**config.mk**
```make
export PLATFORM = sky130hd
export DESIGN_NAME = clint_bus_initiator_flat
export DESIGN_NICKNAME = d
export VERILOG_FILES = /design/src/rtl/clint_bus_initiator_if.sv /design/src/rtl/clint_bus_initiator.sv /design/src/flat_wrapper.sv
export SDC_FILE = /design/constraint.sdc
export NUM_CORES = 1
export LEC_CHECK = 0
export ABC_AREA = 1
export BUFFER_PORTS_ARGS = -buffer_cell sky130_fd_sc_hd__buf_2
export CAP_MARGIN = 20
export CELL_PAD_IN_SITES_DETAIL_PLACEMENT = 1
export CELL_PAD_IN_SITES_GLOBAL_PLACEMENT = 2
export CORE_MARGIN = 2
export CORE_UTILIZATION = 28
export CTS_BUF_LIST = sky130_fd_sc_hd__clkbuf_4 sky130_fd_sc_hd__clkbuf_8
export CTS_CLUSTER_SIZE = 14
export DETAILED_ROUTE_END_ITERATION = 7
export HOLD_SLACK_MARGIN = 0.02
export PLACE_DENSITY_LB_ADDON = 0.1
export SYNTH_ARGS = -nofsm -noshare
export SYNTH_HDL_FRONTEND = slang
export SYNTH_SLANG_ARGS = --single-unit
```
**constraint.sdc**
```tcl
create_clock -name clk -period 2 [get_ports clk]
set_input_delay 0.1 -clock clk [delete_from_list [all_inputs] [get_ports clk]]
set_output_delay 0.1 -clock clk [all_outputs]
set_load 0.01 [all_outputs]
```
**src/rtl/clint_bus_initiator_if.sv**
```systemverilog
// Request/response and device-strobe bundle between the LSU MMIO path and the CLINT timer port.
// Handshakes: a request transfers on a clock edge where req_valid_i & req_ready_o are both high;
// resp_valid_o is a one-cycle pulse with no backpressure; dev_ready_i answers one dev_cen_o pulse.
interface clint_bus_initiator_if;
   logic        req_valid_i;
   logic        req_ready_o;
   logic        req_wen_i;
   logic [63:0] req_addr_i;
   logic [1:0]  req_size_i;
   logic        req_unsigned_i;
   logic [63:0] req_wdata_i;
   logic        resp_valid_o;
   logic [63:0] resp_rdata_o;
   logic        resp_err_o;
   logic        dev_cen_o;
   logic        dev_wen_o;
   logic [63:0] dev_addr_o;
   logic [63:0] dev_wdata_o;
   logic [63:0] dev_rdata_i;
   logic        dev_ready_i;

   modport master (
      input  req_valid_i, req_wen_i, req_addr_i, req_size_i, req_unsigned_i, req_wdata_i,
      input  dev_rdata_i, dev_ready_i,
      output req_ready_o, resp_valid_o, resp_rdata_o, resp_err_o,
      output dev_cen_o, dev_wen_o, dev_addr_o, dev_wdata_o
   );

   modport slave (
      output req_valid_i, req_wen_i, req_addr_i, req_size_i, req_unsigned_i, req_wdata_i,
      output dev_rdata_i, dev_ready_i,
      input  req_ready_o, resp_valid_o, resp_rdata_o, resp_err_o,
      input  dev_cen_o, dev_wen_o, dev_addr_o, dev_wdata_o
   );
endinterface

```
**src/rtl/clint_bus_initiator.sv**
```systemverilog
// Single-outstanding CLINT initiator: address decode/alignment check, device strobes,
// read-modify-write for sub-doubleword stores, and one response pulse per accepted request.
module clint_bus_initiator #(
   parameter logic [63:0] ADDR_MTIME    = 64'h0000_0000_0200_BFF8,
   parameter logic [63:0] ADDR_MTIMECMP = 64'h0000_0000_0200_4000,
   parameter int unsigned TIMEOUT       = 16
) (
   input  logic                         clk,
   input  logic                         rst_n,
   clint_bus_initiator_if.master        bus,
   output logic [2:0]                   o_dbg_state
);
   localparam int unsigned CW = $clog2(TIMEOUT);

   typedef enum logic [2:0] {
      S_IDLE     = 3'd0,
      S_RD_ISSUE = 3'd1,
      S_RD_WAIT  = 3'd2,
      S_WR_ISSUE = 3'd3,
      S_WR_WAIT  = 3'd4,
      S_RESP     = 3'd5
   } state_t;

   state_t          r_state, w_state_nx;
   logic [63:0]     r_addr, r_wdata, r_dev_wdata, r_rdata;
   logic [2:0]      r_off;
   logic [1:0]      r_size;
   logic            r_uns, r_wen, r_err;
   logic [CW-1:0]   r_cnt;

   logic            w_ready, w_accept, w_cen, w_wen, w_resp;
   logic            w_cnt_clr, w_cnt_inc, w_cap_load, w_cap_merge, w_tmo_fire, w_tmo;
   logic [63:0]     w_req_base, w_lane, w_load_data, w_size_mask, w_merged;
   logic [2:0]      w_align_mask;
   logic [5:0]      w_shift;
   logic            w_req_err;

   assign w_req_base = {bus.req_addr_i[63:3], 3'b000};

   always_comb begin
      case (bus.req_size_i)
         2'd0:    w_align_mask = 3'b000;
         2'd1:    w_align_mask = 3'b001;
         2'd2:    w_align_mask = 3'b011;
         default: w_align_mask = 3'b111;
      endcase
   end

   assign w_req_err = ((w_req_base != ADDR_MTIME) && (w_req_base != ADDR_MTIMECMP)) ||
                      ((bus.req_addr_i[2:0] & w_align_mask) != 3'b000);

   // Lane select and merge both work off the live device word during RD_WAIT.
   assign w_shift = {r_off, 3'b000};
   assign w_lane  = bus.dev_rdata_i >> w_shift;

   always_comb begin
      case (r_size)
         2'd0: begin
            w_size_mask = 64'h0000_0000_0000_00FF;
            w_load_data = {{56{~r_uns & w_lane[7]}}, w_lane[7:0]};
         end
         2'd1: begin
            w_size_mask = 64'h0000_0000_0000_FFFF;
            w_load_data = {{48{~r_uns & w_lane[15]}}, w_lane[15:0]};
         end
         2'd2: begin
            w_size_mask = 64'h0000_0000_FFFF_FFFF;
            w_load_data = {{32{~r_uns & w_lane[31]}}, w_lane[31:0]};
         end
         default: begin
            w_size_mask = 64'hFFFF_FFFF_FFFF_FFFF;
            w_load_data = w_lane;
         end
      endcase
   end

   assign w_merged = (bus.dev_rdata_i & ~(w_size_mask << w_shift)) |
                     ((r_wdata & w_size_mask) << w_shift);
   assign w_tmo    = (r_cnt == CW'(TIMEOUT - 1));

   always_ff @(posedge clk) begin
      if (!rst_n) r_state <= S_IDLE;
      else        r_state <= w_state_nx;
   end

   always_comb begin
      w_state_nx  = r_state;
      w_ready     = 1'b0;
      w_accept    = 1'b0;
      w_cen       = 1'b0;
      w_wen       = 1'b0;
      w_resp      = 1'b0;
      w_cnt_clr   = 1'b0;
      w_cnt_inc   = 1'b0;
      w_cap_load  = 1'b0;
      w_cap_merge = 1'b0;
      w_tmo_fire  = 1'b0;
      case (r_state)
         S_IDLE: begin
            w_ready = rst_n;
            if (bus.req_valid_i && rst_n) begin
               w_accept = 1'b1;
               if (w_req_err)                                  w_state_nx = S_RESP;
               else if (bus.req_wen_i && bus.req_size_i == 2'd3) w_state_nx = S_WR_ISSUE;
               else                                            w_state_nx = S_RD_ISSUE;
            end
         end
         S_RD_ISSUE: begin
            w_cen      = 1'b1;
            w_cnt_clr  = 1'b1;
            w_state_nx = S_RD_WAIT;
         end
         S_RD_WAIT: begin
            if (bus.dev_ready_i) begin
               if (r_wen) begin
                  w_cap_merge = 1'b1;
                  w_state_nx  = S_WR_ISSUE;
               end else begin
                  w_cap_load = 1'b1;
                  w_state_nx = S_RESP;
               end
            end else if (w_tmo) begin
               w_tmo_fire = 1'b1;
               w_state_nx = S_RESP;
            end else begin
               w_cnt_inc = 1'b1;
            end
         end
         S_WR_ISSUE: begin
            w_cen      = 1'b1;
            w_wen      = 1'b1;
            w_cnt_clr  = 1'b1;
            w_state_nx = S_WR_WAIT;
         end
         S_WR_WAIT: begin
            if (bus.dev_ready_i) begin
               w_state_nx = S_RESP;
            end else if (w_tmo) begin
               w_tmo_fire = 1'b1;
               w_state_nx = S_RESP;
            end else begin
               w_cnt_inc = 1'b1;
            end
         end
         S_RESP: begin
            w_resp     = 1'b1;
            w_state_nx = S_IDLE;
         end
         default: w_state_nx = S_IDLE;
      endcase
   end

   always_ff @(posedge clk) begin
      if (!rst_n) begin
         r_addr      <= '0;
         r_wdata     <= '0;
         r_dev_wdata <= '0;
         r_rdata     <= '0;
         r_off       <= '0;
         r_size      <= '0;
         r_uns       <= 1'b0;
         r_wen       <= 1'b0;
         r_err       <= 1'b0;
         r_cnt       <= '0;
      end else begin
         if (w_accept) begin
            r_addr      <= w_req_base;
            r_off       <= bus.req_addr_i[2:0];
            r_size      <= bus.req_size_i;
            r_uns       <= bus.req_unsigned_i;
            r_wen       <= bus.req_wen_i;
            r_wdata     <= bus.req_wdata_i;
            r_dev_wdata <= bus.req_wdata_i;
            r_rdata     <= '0;
            r_err       <= w_req_err;
         end
         if (w_cap_load)  r_rdata     <= w_load_data;
         if (w_cap_merge) r_dev_wdata <= w_merged;
         if (w_tmo_fire) begin
            r_err   <= 1'b1;
            r_rdata <= '0;
         end
         if (w_cnt_clr)      r_cnt <= '0;
         else if (w_cnt_inc) r_cnt <= r_cnt + CW'(1);
      end
   end

   assign bus.req_ready_o  = w_ready;
   assign bus.resp_valid_o = w_resp;
   assign bus.resp_rdata_o = w_resp ? r_rdata : 64'h0;
   assign bus.resp_err_o   = w_resp & r_err;
   assign bus.dev_cen_o    = w_cen;
   assign bus.dev_wen_o    = w_wen;
   assign bus.dev_addr_o   = r_addr;
   assign bus.dev_wdata_o  = r_dev_wdata;
   assign o_dbg_state      = r_state;
endmodule
```
**src/flat_wrapper.sv**
```systemverilog
// flat-port wrapper written by rule: the top's interface ports become plain ports
module clint_bus_initiator_flat 
#(
   parameter logic [63:0] ADDR_MTIME    = 64'h0000_0000_0200_BFF8,
   parameter logic [63:0] ADDR_MTIMECMP = 64'h0000_0000_0200_4000,
   parameter int unsigned TIMEOUT       = 16
)
  (clk, rst_n, o_dbg_state, bus_req_valid_i, bus_req_wen_i, bus_req_addr_i, bus_req_size_i, bus_req_unsigned_i, bus_req_wdata_i, bus_dev_rdata_i, bus_dev_ready_i, bus_req_ready_o, bus_resp_valid_o, bus_resp_rdata_o, bus_resp_err_o, bus_dev_cen_o, bus_dev_wen_o, bus_dev_addr_o, bus_dev_wdata_o);
  clint_bus_initiator_if bus_i ();
  input  logic clk;
  input  logic rst_n;
  output logic [2:0] o_dbg_state;
  input wire logic [$bits(bus_i.req_valid_i)-1:0] bus_req_valid_i;
  input wire logic [$bits(bus_i.req_wen_i)-1:0] bus_req_wen_i;
  input wire logic [$bits(bus_i.req_addr_i)-1:0] bus_req_addr_i;
  input wire logic [$bits(bus_i.req_size_i)-1:0] bus_req_size_i;
  input wire logic [$bits(bus_i.req_unsigned_i)-1:0] bus_req_unsigned_i;
  input wire logic [$bits(bus_i.req_wdata_i)-1:0] bus_req_wdata_i;
  input wire logic [$bits(bus_i.dev_rdata_i)-1:0] bus_dev_rdata_i;
  input wire logic [$bits(bus_i.dev_ready_i)-1:0] bus_dev_ready_i;
  output wire logic [$bits(bus_i.req_ready_o)-1:0] bus_req_ready_o;
  output wire logic [$bits(bus_i.resp_valid_o)-1:0] bus_resp_valid_o;
  output wire logic [$bits(bus_i.resp_rdata_o)-1:0] bus_resp_rdata_o;
  output wire logic [$bits(bus_i.resp_err_o)-1:0] bus_resp_err_o;
  output wire logic [$bits(bus_i.dev_cen_o)-1:0] bus_dev_cen_o;
  output wire logic [$bits(bus_i.dev_wen_o)-1:0] bus_dev_wen_o;
  output wire logic [$bits(bus_i.dev_addr_o)-1:0] bus_dev_addr_o;
  output wire logic [$bits(bus_i.dev_wdata_o)-1:0] bus_dev_wdata_o;
  assign bus_i.req_valid_i = bus_req_valid_i;
  assign bus_i.req_wen_i = bus_req_wen_i;
  assign bus_i.req_addr_i = bus_req_addr_i;
  assign bus_i.req_size_i = bus_req_size_i;
  assign bus_i.req_unsigned_i = bus_req_unsigned_i;
  assign bus_i.req_wdata_i = bus_req_wdata_i;
  assign bus_i.dev_rdata_i = bus_dev_rdata_i;
  assign bus_i.dev_ready_i = bus_dev_ready_i;
  assign bus_req_ready_o = bus_i.req_ready_o;
  assign bus_resp_valid_o = bus_i.resp_valid_o;
  assign bus_resp_rdata_o = bus_i.resp_rdata_o;
  assign bus_resp_err_o = bus_i.resp_err_o;
  assign bus_dev_cen_o = bus_i.dev_cen_o;
  assign bus_dev_wen_o = bus_i.dev_wen_o;
  assign bus_dev_addr_o = bus_i.dev_addr_o;
  assign bus_dev_wdata_o = bus_i.dev_wdata_o;
  clint_bus_initiator #(.ADDR_MTIME(ADDR_MTIME), .ADDR_MTIMECMP(ADDR_MTIMECMP), .TIMEOUT(TIMEOUT)) u_core (.clk(clk), .rst_n(rst_n), .bus(bus_i), .o_dbg_state(o_dbg_state));
endmodule
```
==> summary.txt <==
GRT
  – Combined global-route utilization of all metal layers: 29.5%
  – Initial antenna violation count: 7
  – Vias in the first global route: 20200
  – Maximum number of pins on one net before global-route repair: 121
  – Remaining Overflow, GRT: 0
  – Global-route wire length before repair: 126000 microns

Yosys
  – EDFF count, synth: 0
  – Top cells by area, synth: sky130_fd_sc_hd__dfxtp_1 (35%), sky130_fd_sc_hd__nand2_1 (22%), sky130_fd_sc_hd__nand3_1 (10%)
  – Synthesized cell area: around 15000 sq um
  – Post-synthesis average cell area: roughly 6.0 sq um
  – Commonest register cell after synthesis: sky130_fd_sc_hd__dfxtp_1
  – Count of cell types in the netlist: 35
  – Sequential-to-total area share from yosys stat: between 30% and 40%
  – Area fraction of the dominant cell type after synthesis: 35.3%
  – Share of synthesized registers carrying an async set or reset: 0%
  – Total number of yosys warnings: 0
  – Commonest cells in the netlist: sky130_fd_sc_hd__nand2_1 (878), sky130_fd_sc_hd__nand3_1 (309), sky130_fd_sc_hd__dfxtp_1 (268)
  – Library cell occupying the most area in the post-synthesis netlist: sky130_fd_sc_hd__dfxtp_1
  – Post-synthesis register bit count: roughly 270
  – Cell count after synthesis: 2512
  – Dominant cell by count in the synthesized netlist: sky130_fd_sc_hd__nand2_1

STA
  – Worst setup skew after layout: approximately 0.065 ns
  – Slew headroom: between 40% and 50%
  – Final worst setup slack: -0.0366 ns
  – Number of max-slew violations in the final report: 0
  – Number of hold violations in the final report: 0
  – Maximum clock frequency: 491 MHz
  – Slew at the pin closest to its max-slew limit: 0.766 ns
  – Final TNS setup: -0.434 ns
  – Final worst path period share: 102%
  – Setup repair after global routing missed its margin: true
  – Minimum hold slack: 0.0704 ns
  – Count of endpoints failing setup in the final report: 33
  – Min cycle time layout: a little over 2 ns

CTS
  – Inserted Clock Buffers: 52
  – Clock insertion delay at the later pin of the skew report: 0.68 ns
  – Clock root buffer: sky130_fd_sc_hd__clkbuf_8
  – Total clock sinks: between 200 and 300
  – Worst-path clk slew: 0.06 ns
  – H-tree Lvls: 2
  – Clock tree buffer depth: 3
  – TritonCTS clock tree: done

Hold path
  – Worst min-delay path class: in -> reg
  – Worst hold path depth: 5
  – Worst min-delay path startpoint: bus_dev_rdata_i[60]
  – Hold Crit Endpoint: u_core.bus.dev_wdata_o[60]$_SDFFE_PN0P_

Setup path
  – Worst R2R Path Depth: 9
  – Critical path type: reg -> out
  – Crit Path Max Fanout: 8
  – Required time of the critical path: 1.90 ns
  – Reg-to-reg setup timing slack: -0.01 ns
  – R2R Path Start: u_core.r_off[0]$_SDFFE_PN0P_
  – Crit path capture type: output pin
  – Worst endpoint data arrival time: 1.94 ns
  – End of the worst register-to-register path: u_core.bus.dev_wdata_o[45]$_SDFFE_PN0P_
  – Launching element type of the critical path: flip-flop

Routing
  – Vias per inst: 5.09
  – Vias: 19500
  – DR DRC count: 0
  – Remaining antenna violation count after routing: 0
  – Number of violations reported at the end of detailed-routing iteration 0: 1435
  – Wire length per cell after detailed routing: 22.4 microns
  – Total length of routed wires: about 86000 microns
  – DRT Pass-1 Iters: 5

Pwr
  – Standby leakage power: 10.2 nW
  – Peak supply drop: 534 uV
  – Power density over the cells: slightly below 1000 nW/um^2
  – Sum of internal, switching and leakage power: between 0.02 and 0.025 W

Floorplan
  – Vert. Die Dim: approximately 240 microns
  – Initial core utilization: between 20% and 30%
  – Core Region: 53700 sq um
  – X dimension of the die: 237 microns
  – Die area: 56100 sq um
  – Row count: 85
  – Top Ports: 400

Cells and area
  – Post-route cell area: 22400 sq um
  – Signed area change from the synthesized netlist to the final layout: 47.8%
  – Finished Core Util: approximately two fifths
  – # nets final: 3303
  – Share of final-layout standard cells stronger than drive strength 1: 23.6%

Placement
  – IO Port Bufs: between 300 and 400
  – Placed cell area: 18400 sq um
  – Routability congestion estimate from global placement: 0.918
  – Sum of net half-perimeters after detailed placement: 63300 microns

Status
  – Violated checks: setup timing
  – Result of the run: finished with violations

Flow run
  – Reported max-cap violation count: 0
==> final cells by class <==
| cell class | count | area [sq um] |
|---|---|---|
| clock buffer | 78 | 1020 |
| multi-input combinational | 1875 | 8690 |
| sequential | 268 | 5380 |
| tap | 696 | 871 |
| inverter | 182 | 721 |
| fill | 6928 | 31300 |
| clock inverter | 16 | 181 |
| timing repair buffer | 723 | 5570 |
| antenna | 2 | 5.00 |
==> through the flow <==
stage | instances | setup slack (ns)
floorplan | 2514 | 0.325
global placement | 3539 | -0.0857
detailed placement | 3539 | -0.0394
CTS | 3826 | -0.0498
global route | 3840 | -0.116
finish | 3840 | -0.0366
==> cells by family (layout without fill, tap and decap cells) <==
group | count (synthesis) | after routing | share of synthesized area (%)
compound gates | 474 | 474 | 17.0
simple gates | 1397 | 1397 | 37.6
flops | 268 | 268 | 35.3
buf+inv | 371 | 999 | 9.96
fa+ha+maj | 1 | 1 | 0.0824
other cells | 1 | 5 | 0.0247
==> layer usage <==
metal	global-route usage (%)	part of all wire [%]
met1	40.8	46
met2	46.3	45
met3	6.30	6.9
met4	8.27	2.5
met5	0	0.075
==> layout by cell type, fill, tap and decap left out, types with 4 or more instances in the layout <==
cell / instances
sky130_fd_sc_hd__clkinv_2: 8
sky130_fd_sc_hd__o21ai_0: 64
sky130_fd_sc_hd__a21oi_2: 4
sky130_fd_sc_hd__inv_1: 169
sky130_fd_sc_hd__buf_6: 33
sky130_fd_sc_hd__o21ai_1: 69
sky130_fd_sc_hd__clkinvlp_4: 4
sky130_fd_sc_hd__dfxtp_1: 261
sky130_fd_sc_hd__nor2_2: 27
sky130_fd_sc_hd__buf_16: 6
sky130_fd_sc_hd__nand2_1: 871
sky130_fd_sc_hd__clkbuf_16: 4
sky130_fd_sc_hd__buf_4: 105
sky130_fd_sc_hd__dfxtp_2: 4
sky130_fd_sc_hd__inv_4: 5
sky130_fd_sc_hd__nand4_1: 9
sky130_fd_sc_hd__nand3_2: 11
sky130_fd_sc_hd__clkbuf_4: 9
sky130_fd_sc_hd__nor2_1: 127
sky130_fd_sc_hd__nand2_2: 8
sky130_fd_sc_hd__o31ai_1: 8
sky130_fd_sc_hd__dlygate4sd3_1: 182
sky130_fd_sc_hd__buf_12: 22
sky130_fd_sc_hd__nor2_4: 29
sky130_fd_sc_hd__nor3_1: 9
sky130_fd_sc_hd__o211ai_1: 51
sky130_fd_sc_hd__buf_2: 370
sky130_fd_sc_hd__a21oi_1: 239
sky130_fd_sc_hd__o22ai_1: 14
sky130_fd_sc_hd__a31oi_1: 18
sky130_fd_sc_hd__clkbuf_8: 69
sky130_fd_sc_hd__nand3_1: 299
==> critical path, cell delays in order, from the launching register on <==
cell and delay [ns]:
sky130_fd_sc_hd__dfxtp_2 0.35, sky130_fd_sc_hd__inv_4 0.05, sky130_fd_sc_hd__nor3_4 0.23, sky130_fd_sc_hd__inv_4 0.10, sky130_fd_sc_hd__buf_6 0.15, sky130_fd_sc_hd__buf_16 0.15
sky130_fd_sc_hd__nor2_4 0.11, sky130_fd_sc_hd__buf_6 0.10
==> timing repair <==
item | CTS | global route
pin swaps | 2 | 8
endpoints found under the setup margin | 82 | 204
buffers inserted | 6 | 7
gates cloned | 5 | 5
endpoints found under the hold margin | 205 | 0
resized for setup | 87 | 91
hold buffers | 182 | 0
==> how the worst max path moves through the flow <==
stage,from,endpoint,slack [ns],cells after the start
global placement,u_core.r_off[1]$_SDFFE_PN0P_,u_core.bus.dev_wdata_o[43]$_SDFFE_PN0P_,-0.09,7
finish,u_core.o_dbg_state[2]$_SDFFE_PN0P_,bus_resp_rdata_o[43],-0.04,7
floorplan,u_core.o_dbg_state[2]$_SDFFE_PN0P_,bus_resp_rdata_o[13],0.32,6
detailed placement,u_core.r_off[0]$_SDFFE_PN0P_,u_core.bus.dev_wdata_o[51]$_SDFFE_PN0P_,-0.04,9
global route,u_core.o_dbg_state[2]$_SDFFE_PN0P_,bus_resp_rdata_o[43],-0.12,7
CTS,u_core.o_dbg_state[0]$_SDFFE_PN0P_,bus_resp_rdata_o[51],-0.05,7
==> where the power goes <==
group	switching [W]	internal, W
registers	0.000545	0.00605
clock network	0.00272	0.00366
logic	0.00583	0.00323
total	0.00909	0.0129
==> state kept, by name, indices dropped and copies added (netlist names), 2 cells and up <==
name                    cells
u_core.r_off                3
u_core.bus.dev_addr_o      61
u_core.r_cnt                4
u_core.r_size               2
u_core.r_rdata             64
u_core.o_dbg_state          3
u_core.bus.dev_wdata_o     64
u_core.r_wdata             64
No activity file was read; power rests on OpenSTA's default activity.
